[src/rtl/fifo_arb_pkg.sv]
// fifo_arb_pkg: shared arbiter state encoding and burst counter width
// Ports: none (package). Configuration macro FIFO_ARB_BURST_EN selects burst grants in fifo_rd_arbiter.
package fifo_arb_pkg;
  typedef enum logic [0:0] {ARB = 1'b0, XFER = 1'b1} arb_state_e;
  localparam int BURST_W = 4;
endpackage

[src/rtl/fifo_rd_arbiter_if.sv]
// fifo_rd_arbiter_if: FIFO read-side and output-stage signal bundle
// Signals: port_en/fifo_empty/fifo_rdata/out_ready into the arbiter; fifo_rinc/out_valid/out_data/out_src/busy out of it.
// Modports: master = arbiter side, slave = FIFOs plus consumer side.
interface fifo_rd_arbiter_if #(
  parameter int NUM_PORTS  = 4,
  parameter int DATA_WIDTH = 8,
  parameter int SRC_W      = $clog2(NUM_PORTS)
);
  logic [NUM_PORTS-1:0]            port_en;
  logic [NUM_PORTS-1:0]            fifo_empty;
  logic [NUM_PORTS*DATA_WIDTH-1:0] fifo_rdata;
  logic [NUM_PORTS-1:0]            fifo_rinc;
  logic                            out_valid;
  logic                            out_ready;
  logic [DATA_WIDTH-1:0]           out_data;
  logic [SRC_W-1:0]                out_src;
  logic                            busy;
  modport master (input port_en, fifo_empty, fifo_rdata, out_ready,
                  output fifo_rinc, out_valid, out_data, out_src, busy);
  modport slave  (output port_en, fifo_empty, fifo_rdata, out_ready,
                  input fifo_rinc, out_valid, out_data, out_src, busy);
endinterface

[src/rtl/rr_pick.sv]
// rr_pick: combinational round-robin picker, first request after i_ptr wins
// Ports: i_req request vector, i_ptr last granted index, o_valid any request, o_winner granted index.
module rr_pick #(
  parameter int NUM_PORTS = 4,
  parameter int SRC_W     = $clog2(NUM_PORTS)
) (
  input  logic [NUM_PORTS-1:0] i_req,
  input  logic [SRC_W-1:0]     i_ptr,
  output logic                 o_valid,
  output logic [SRC_W-1:0]     o_winner
);
  logic [SRC_W-1:0] w_idx;
  assign o_valid = |i_req;
  // scan farthest-first so the nearest requester after i_ptr is written last
  always_comb begin
    o_winner = '0;
    w_idx = '0;
    for (int k = NUM_PORTS; k >= 1; k--) begin
      w_idx = SRC_W'((int'(i_ptr) + k) % NUM_PORTS);
      o_winner = i_req[w_idx] ? w_idx : o_winner;
    end
  end
endmodule

[src/rtl/fifo_rd_arbiter.sv]
// fifo_rd_arbiter: round-robin pop arbiter sharing one valid/ready consumer across async-FIFO read ports
// Ports: i_rclk read clock; i_rst_n sync active-low reset; bus (master modport) carries port_en, fifo_empty,
//   fifo_rdata, fifo_rinc, out_valid/out_ready/out_data/out_src and busy.
// Macro FIFO_ARB_BURST_EN: hold a grant for up to MAX_BURST pops; undefined gives word-level round-robin.
module fifo_rd_arbiter
  import fifo_arb_pkg::*;
#(
  parameter int NUM_PORTS  = 4,
  parameter int DATA_WIDTH = 8,
  parameter int MAX_BURST  = 4,
  parameter int SRC_W      = $clog2(NUM_PORTS)
) (
  input logic               i_rclk,
  input logic               i_rst_n,
  fifo_rd_arbiter_if.master bus
);
  if (NUM_PORTS < 2 || NUM_PORTS > 8 || MAX_BURST < 1 || MAX_BURST > 15) begin : g_bad_cfg
    $error("fifo_rd_arbiter: NUM_PORTS or MAX_BURST out of range");
  end
  logic [NUM_PORTS-1:0]  w_req;
  logic                  w_load;
  logic                  w_win_valid;
  logic                  w_pop;
  logic [SRC_W-1:0]      w_winner;
  logic [SRC_W-1:0]      w_sel;
  logic [DATA_WIDTH-1:0] w_word;
  logic [SRC_W-1:0]      r_rr_ptr;
  logic [SRC_W-1:0]      r_src;
  logic [DATA_WIDTH-1:0] r_data;
  logic                  r_valid;
  assign w_req  = bus.port_en & ~bus.fifo_empty;
  assign w_load = !r_valid || bus.out_ready;
  assign w_word = bus.fifo_rdata[w_sel*DATA_WIDTH +: DATA_WIDTH];
  rr_pick #(.NUM_PORTS(NUM_PORTS), .SRC_W(SRC_W)) u_pick (
    .i_req   (w_req),
    .i_ptr   (r_rr_ptr),
    .o_valid (w_win_valid),
    .o_winner(w_winner)
  );
`ifdef FIFO_ARB_BURST_EN
  localparam logic [0:0] ST_ARB  = ARB;
  localparam logic [0:0] ST_XFER = XFER;
  logic [0:0]         r_state;
  logic [BURST_W-1:0] r_burst_cnt;
  logic               w_xfer;
  assign w_xfer   = r_state == ST_XFER;
  assign w_sel    = w_xfer ? r_rr_ptr : w_winner;
  assign w_pop    = w_load && (w_xfer ? w_req[r_rr_ptr] : w_win_valid);
  assign bus.busy = w_xfer || r_valid;
  // a drained or disabled port ends the burst with a one-cycle bubble
  always_ff @(posedge i_rclk) begin
    if (!i_rst_n) begin
      r_state     <= ST_ARB;
      r_burst_cnt <= '0;
    end else if (!w_xfer) begin
      if (w_pop) begin
        r_burst_cnt <= BURST_W'(1);
        r_state     <= (MAX_BURST > 1) ? ST_XFER : ST_ARB;
      end
    end else if (!w_req[r_rr_ptr]) begin
      r_state <= ST_ARB;
    end else if (w_pop) begin
      r_burst_cnt <= r_burst_cnt + 1'b1;
      if (r_burst_cnt + 1'b1 == BURST_W'(MAX_BURST)) r_state <= ST_ARB;
    end
  end
`else
  assign w_sel    = w_winner;
  assign w_pop    = w_load && w_win_valid;
  assign bus.busy = r_valid;
`endif
  // pop strobe is gated by reset so a mid-burst reset never consumes a word
  assign bus.fifo_rinc = (w_pop && i_rst_n) ? NUM_PORTS'(1) << w_sel : '0;
  always_ff @(posedge i_rclk) begin
    if (!i_rst_n) begin
      r_valid  <= 1'b0;
      r_data   <= '0;
      r_src    <= '0;
      r_rr_ptr <= SRC_W'(NUM_PORTS - 1);
    end else if (w_pop) begin
      r_valid  <= 1'b1;
      r_data   <= w_word;
      r_src    <= w_sel;
      r_rr_ptr <= w_sel;
    end else if (bus.out_ready) begin
      r_valid <= 1'b0;
    end
  end
  assign bus.out_valid = r_valid;
  assign bus.out_data  = r_data;
  assign bus.out_src   = r_src;
endmodule

[src/flat_wrapper.sv]
// flat-port wrapper written by rule: the top's interface ports become plain ports
module fifo_rd_arbiter_flat import fifo_arb_pkg::*;
#(
  parameter int NUM_PORTS  = 4,
  parameter int DATA_WIDTH = 8,
  parameter int MAX_BURST  = 4,
  parameter int SRC_W      = $clog2(NUM_PORTS)
)
  (i_rclk, i_rst_n, bus_port_en, bus_fifo_empty, bus_fifo_rdata, bus_out_ready, bus_fifo_rinc, bus_out_valid, bus_out_data, bus_out_src, bus_busy);
  fifo_rd_arbiter_if #(.NUM_PORTS(NUM_PORTS), .DATA_WIDTH(DATA_WIDTH), .SRC_W(SRC_W)) bus_i ();
  input logic i_rclk;
  input logic i_rst_n;
  input wire logic [$bits(bus_i.port_en)-1:0] bus_port_en;
  input wire logic [$bits(bus_i.fifo_empty)-1:0] bus_fifo_empty;
  input wire logic [$bits(bus_i.fifo_rdata)-1:0] bus_fifo_rdata;
  input wire logic [$bits(bus_i.out_ready)-1:0] bus_out_ready;
  output wire logic [$bits(bus_i.fifo_rinc)-1:0] bus_fifo_rinc;
  output wire logic [$bits(bus_i.out_valid)-1:0] bus_out_valid;
  output wire logic [$bits(bus_i.out_data)-1:0] bus_out_data;
  output wire logic [$bits(bus_i.out_src)-1:0] bus_out_src;
  output wire logic [$bits(bus_i.busy)-1:0] bus_busy;
  assign bus_i.port_en = bus_port_en;
  assign bus_i.fifo_empty = bus_fifo_empty;
  assign bus_i.fifo_rdata = bus_fifo_rdata;
  assign bus_i.out_ready = bus_out_ready;
  assign bus_fifo_rinc = bus_i.fifo_rinc;
  assign bus_out_valid = bus_i.out_valid;
  assign bus_out_data = bus_i.out_data;
  assign bus_out_src = bus_i.out_src;
  assign bus_busy = bus_i.busy;
  fifo_rd_arbiter #(.NUM_PORTS(NUM_PORTS), .DATA_WIDTH(DATA_WIDTH), .MAX_BURST(MAX_BURST), .SRC_W(SRC_W)) u_core (.i_rclk(i_rclk), .i_rst_n(i_rst_n), .bus(bus_i));
endmodule
[config.mk]
export PLATFORM = sky130hd
export DESIGN_NAME = fifo_rd_arbiter_flat
export DESIGN_NICKNAME = d
export VERILOG_FILES = /design/src/rtl/fifo_arb_pkg.sv /design/src/rtl/fifo_rd_arbiter_if.sv /design/src/rtl/rr_pick.sv /design/src/rtl/fifo_rd_arbiter.sv /design/src/flat_wrapper.sv
export SDC_FILE = /design/constraint.sdc
export NUM_CORES = 1
export LEC_CHECK = 0
export CORE_MARGIN = 3
export CORE_UTILIZATION = 41
export CTS_CLUSTER_SIZE = 30
export DETAILED_ROUTE_END_ITERATION = 10
export PLACE_DENSITY = 0.89
export SETUP_SLACK_MARGIN = 0.02
export SLEW_MARGIN = 20
export SYNTH_ARGS = -nofsm -noshare
export SYNTH_HDL_FRONTEND = slang
export SYNTH_SLANG_ARGS = --single-unit
[constraint.sdc]
create_clock -name i_rclk -period 3.7 [get_ports i_rclk]
set_input_delay 0.555 -clock i_rclk [delete_from_list [all_inputs] [get_ports i_rclk]]
set_output_delay 0.555 -clock i_rclk [all_outputs]
set_load 0.1 [all_outputs]
; ---- Yosys cells after proc, flatten, opt, wreduce, memory -nomap -nowiden
; Cells that the tools add are included.
[classes]
reduce_logical = 6
order_cmp = 4
mux = 15
shift = 2
bitwise_logic = 2
addsub = 4
[op_table]
columns = op, count
row1 = variable part select 32 x 6 -> 8 bit, 1
row2 = less-than comparator 2 x 3 -> 1 bit (second input constant), 4
row3 = binary-select mux 1 bit (select 2 bit), 4
row4 = two-way mux 2 bit, 4
row5 = two-way mux 1 bit, 6
row6 = adder 2 x 1 -> 2 bit (second input constant), 2
row7 = adder 2 bit (second input constant), 2
row8 = bitwise AND 4 bit, 1
row9 = two-way mux 4 bit, 1
row10 = inverter 4 bit, 1
row11 = OR reduction 4 bit, 1
row12 = left shift 1 x 2 -> 4 bit (first input constant), 1
row13 = logical AND 1 bit, 2
row14 = nonzero test 2 bit, 1
row15 = zero test 1 bit, 1
row16 = logical OR 1 bit, 1
[word_totals]
word_cells = 37
regBits = 13
out_inout_bits = 16
input_bits = 43

; ---- Logic depth before layout (Yosys ltp)
[depth]
word_depth = 10
ltp_mapped = 8
mapped_depth_nobuf = 6

; ---- Modules after synthesis
; Synthesis repeated with hierarchy kept, for this count alone.
[unflattened]
hier_cells = 81
hier_area_um2 = 824.5
[modules_own_cells]
columns = mod, cells_per_inst, seq_area_each_um2, area_each_um2, instances
row1 = fifo_rd_arbiter, 67, 260.2, 733.2, 1
row2 = rr_pick, 14, 0.0, 91.3, 1

; ---- Least setup slack after synthesis
; No wires, ideal clock.
[synth_path]
path_kind = reg2out
from = reg u_core.r_valid, in the netlist u_core.bus.busy
to = out bus_fifo_rinc[1]
n_path_buf = 1
path_slack_ns = 0.254
required_time_ns = 3.145
path_stages_with_launch = 7
arrival_ns = 2.891
path_cell_list = dfxtp_1 -> nor2b_1 -> a41oi_2 -> and2_1 -> nand2b_1 -> buf_4 -> nor2b_1
[synth_between]
elab_chain_len = 5
[synth_lines]
columns = element, line_no
row1 = from (decl), fifo_rd_arbiter.sv:30  ; logic r_valid;
row2 = from (signal assigned), fifo_rd_arbiter.sv:76  ; r_valid <= 1'b0;
row3 = from (signal assigned), fifo_rd_arbiter.sv:81  ; r_valid <= 1'b1;
row4 = from (signal assigned), fifo_rd_arbiter.sv:86  ; r_valid <= 1'b0;
row5 = zero test 1 bit, fifo_rd_arbiter.sv:32  ; assign w_load = !r_valid || bus.out_ready;
row6 = logical OR 1 bit, fifo_rd_arbiter.sv:32
row7 = logical AND 1 bit, fifo_rd_arbiter.sv:69  ; assign w_pop = w_load && w_win_valid;
row8 = logical AND 1 bit, fifo_rd_arbiter.sv:73  ; assign bus.fifo_rinc = (w_pop && i_rst_n) ? NUM_PORTS'(1) << w_sel : '0;
row9 = two-way mux 4 bit, fifo_rd_arbiter.sv:73
row10 = to (decl), flat_wrapper.sv:17  ; output wire logic [$bits(bus_i.fifo_rinc)-1:0] bus_fifo_rinc;
; No other way between the ends.

; ---- Worst setup path after layout
[layout_path]
from = in bus_fifo_empty[3]
to = out bus_fifo_rinc[1]
[layout_between]
elab_chain_len = 10
elab_cells_between_ends = 19
cone_classes = 1 x shift / 13 x mux / 2 x bitwise / 3 x reduce/logical
[layout_lines]
columns = element, line_no
row1 = from (decl), flat_wrapper.sv:14  ; input wire logic [$bits(bus_i.fifo_empty)-1:0] bus_fifo_empty;
row2 = inverter 4 bit (*), fifo_rd_arbiter.sv:31  ; assign w_req = bus.port_en & ~bus.fifo_empty;
row3 = bitwise AND 4 bit (*), fifo_rd_arbiter.sv:31
row4 = binary-select mux 1 bit (select 2 bit), rr_pick.sv:20  ; o_winner = i_req[w_idx] ? w_idx : o_winner;
row5 = two-way mux 1 bit (not written as such), rr_pick.sv:20
row6 = two-way mux 2 bit (4 in series), rr_pick.sv:20
row7 = left shift 1 x 2 -> 4 bit, fifo_rd_arbiter.sv:73
row8 = two-way mux 4 bit (*), fifo_rd_arbiter.sv:73
; Mark *: on every way between the ends. The rest lies on a longest branch, timed or not. The select of a mux whose other input is x is not followed.

==> metrics <==
hold endpoint u_core.bus.out_src[1]; Worst setup EP type output port; proportion of layout cells with a drive suffix above 1 a little under an eighth; nets@finish ~230; final setup TNS 0 ns; GR Util All Layers roughly 22%; row cnt 17; # hold bufs at CTS 0; area delta synth->final 58.95%; worst r2r path cells 6; kind of critical path in2out; Internal 338.9 uW; skew final 0.004425 ns; post-layout util slightly above 70%; sequential share of the synthesized area 24.33%; Fin Hold WS about 0.48 ns; CTS root buf clkbuf_4; IO Port Bufs between 50 and 60; reg2reg setup slack roughly 1.5 ns; clk_lat worst skew ~0.28 ns; placed cell areas between 0.0015 and 0.002 mm2; Reg clk slew, reported paths around 0.080 ns; commonest non-fill, non-tap cell in the layout clkdlybuf4s50_1; Final Hold Fails 0; Seq cells post-synth 13; # Post-CTS Setup Buffers 0; Routed Wire Length roughly 3500 um; Psw 308.3 uW; reg2reg end u_core.bus.out_data[0]; CP max FO 10; DRT antenna net count 0; ys async rst share 0%; hold wc startpoint u_core.bus.out_src[1]; total vias in the final route 1209; vias in the first global route between 1000 and 1500; relative slew slack 32.66%; CTS Buf Count 3; Vias/cell 5.730; filler cell count about 190; most frequent cells in the layout 54 x clkdlybuf4s50_1, 19 x mux2i_1, 16 x nor2_1; Area contributors post-synth dfxtp_1 24%, mux2i_1 18%, nor2_1 5.6%; startpoint type of the worst setup path input port; Seq pwr share between 20% and 30%; WL/cell around 16 um; drt pass-1 iters 4; Multi-input gate area approximately 740 um2; maximum clock path buffer count 2; first-pass GRT wire length 5844 um; largest net degree at the start of global routing 19; FF-to-FF Start u_core.r_rr_ptr[0]; drt initial violations 18; post-cts resize count 0; Post-Syn Area 0.001070 mm2; design area ~0.0017 mm2; Syn Area/Cell 8.423 um2; hpwl dp between 2000 and 3000 um; FF+latch area about 260 um2; combinational power share approximately three fifths; area fraction of the dominant cell type after synthesis between 20% and 30%; routability congestion estimate slightly above 0.8; status complete, no violations; die area roughly 0.0033 mm2; Die Height between 50 and 60 um; Final Setup Violations 0; Yosys cell types 39; unrepaired setup endpoints after global routing no; H-tree levels 1; Main synth FF type dfxtp_1; initial antenna violation count 0; Required @ worst endpoint 3.14 ns; Overflow after GRT 0; Cells after Synth ~130; max cap viols 0; initial core utilization between 40% and 50%; CTS tree yes; Ports between 50 and 60; Tmin final approximately 3.0 ns; Tightest Pin Transition 1.007 ns; Hold Path Class reg2reg; PD cells 380.7 mW/mm2; Leak 0.0006735 uW; Sinks on Clock Net 13; # diodes 0; horizontal die dimension around 57 um; syn nets 170; Worst Setup SP bus_fifo_empty[3]; VDD IR-drop max 0.0002872 V; clock power share between 10% and 20%; crit share post-route between 80% and 90%; post-synth top area cell dfxtp_1; YS warnings 0; Critical Path AT ~2.5 ns; core area between 0.002 and 0.0025 mm2; switching power share of the total a little under half; Max Fclk between 300 and 400 MHz; hold path cells 2; DRC 0; Post-synth EDFFs 0; Pins Over Slew Limit 0
-- per-stage QoR --
stage	cells	total power [uW]	setup slack, ns
floorplan	127	451.1	0.2545
global placement	207	549.9	0.7152
detailed placement	207	558.2	0.6650
CTS	211	646.8	0.6666
global route	211	675.9	0.5301
finish	211	647.3	0.6540
-- state kept, by name (all words and copies together), names as in the netlist --
register and flops:
u_core.bus.busy 1, u_core.bus.out_data 8, u_core.bus.out_src 2, u_core.r_rr_ptr 2
-- power groups by stage --
stage          sequential (uW)  clock [uW]  combinational, uW
2_1_floorplan              290           0                161
3_3_place_gp               179           0                371
3_5_place_dp               180           0                378
4_1_cts                    177        90.6                380
5_1_grt                    180        96.3                400
6_report                   177        90.8                379
-- synthesized netlist by cell type, types with 2 or more instances --
master,number
buf_6,3
o21ai_1,5
o221ai_1,5
nor2b_1,2
a21oi_1,2
o22ai_1,4
mux2i_1,19
dfxtp_1,13
nor3_1,7
inv_2,2
nand2_1,6
nand3_1,11
nand2b_1,4
a31o_1,3
nor2_1,16
buf_4,2
-- worst max-delay path by stage --
stage / cells after the start / slack, ns / end
floorplan: 6 / 0.25 / bus_fifo_rinc[1]
global placement: 7 / 0.72 / bus_fifo_rinc[1]
detailed placement: 7 / 0.67 / bus_fifo_rinc[1]
CTS: 7 / 0.67 / bus_fifo_rinc[1]
global route: 7 / 0.53 / bus_fifo_rinc[1]
finish: 7 / 0.65 / bus_fifo_rinc[1]
-- layer usage --
metal / part of all wire (%) / GRT usage (%) / wire [um] / vias to the layer above
met5: 0 / 0 / 0 / -
met4: 3.5 / 11.92 / 121 / 0
met2: 50 / 38.01 / 1735 / 49
met1: 42 / 26.63 / 1439 / 554
li1: - / - / - / 593
met3: 4.5 / 3.394 / 156 / 13
-- cell type report --
cell class,instances,share of cell area (%)
multi-input cells,104,43.27
flip-flops and latches,13,15.31
repair buffers,60,37.38
clock buffers,4,1.545
well taps,28,2.060
inverters,2,0.4415
-- critical path: stages --
cell and delay, ns:
clkdlybuf4s50_1 0.45, nand2b_1 0.26, a41oi_2 0.31, and2_1 0.20, nand2b_1 0.24, nor2b_1 0.27, buf_12 0.21
-- cell families after synthesis --
kind of cell / Yosys count / share of synthesized area, %
DFF: 13 / 24.33
AOI/OAI and AO/OA: 30 / 23.28
buffers and inverters: 10 / 7.484
muxes: 19 / 17.78
and+or+nand+nor: 55 / 27.13
No activity file was read; power rests on OpenSTA's default activity.
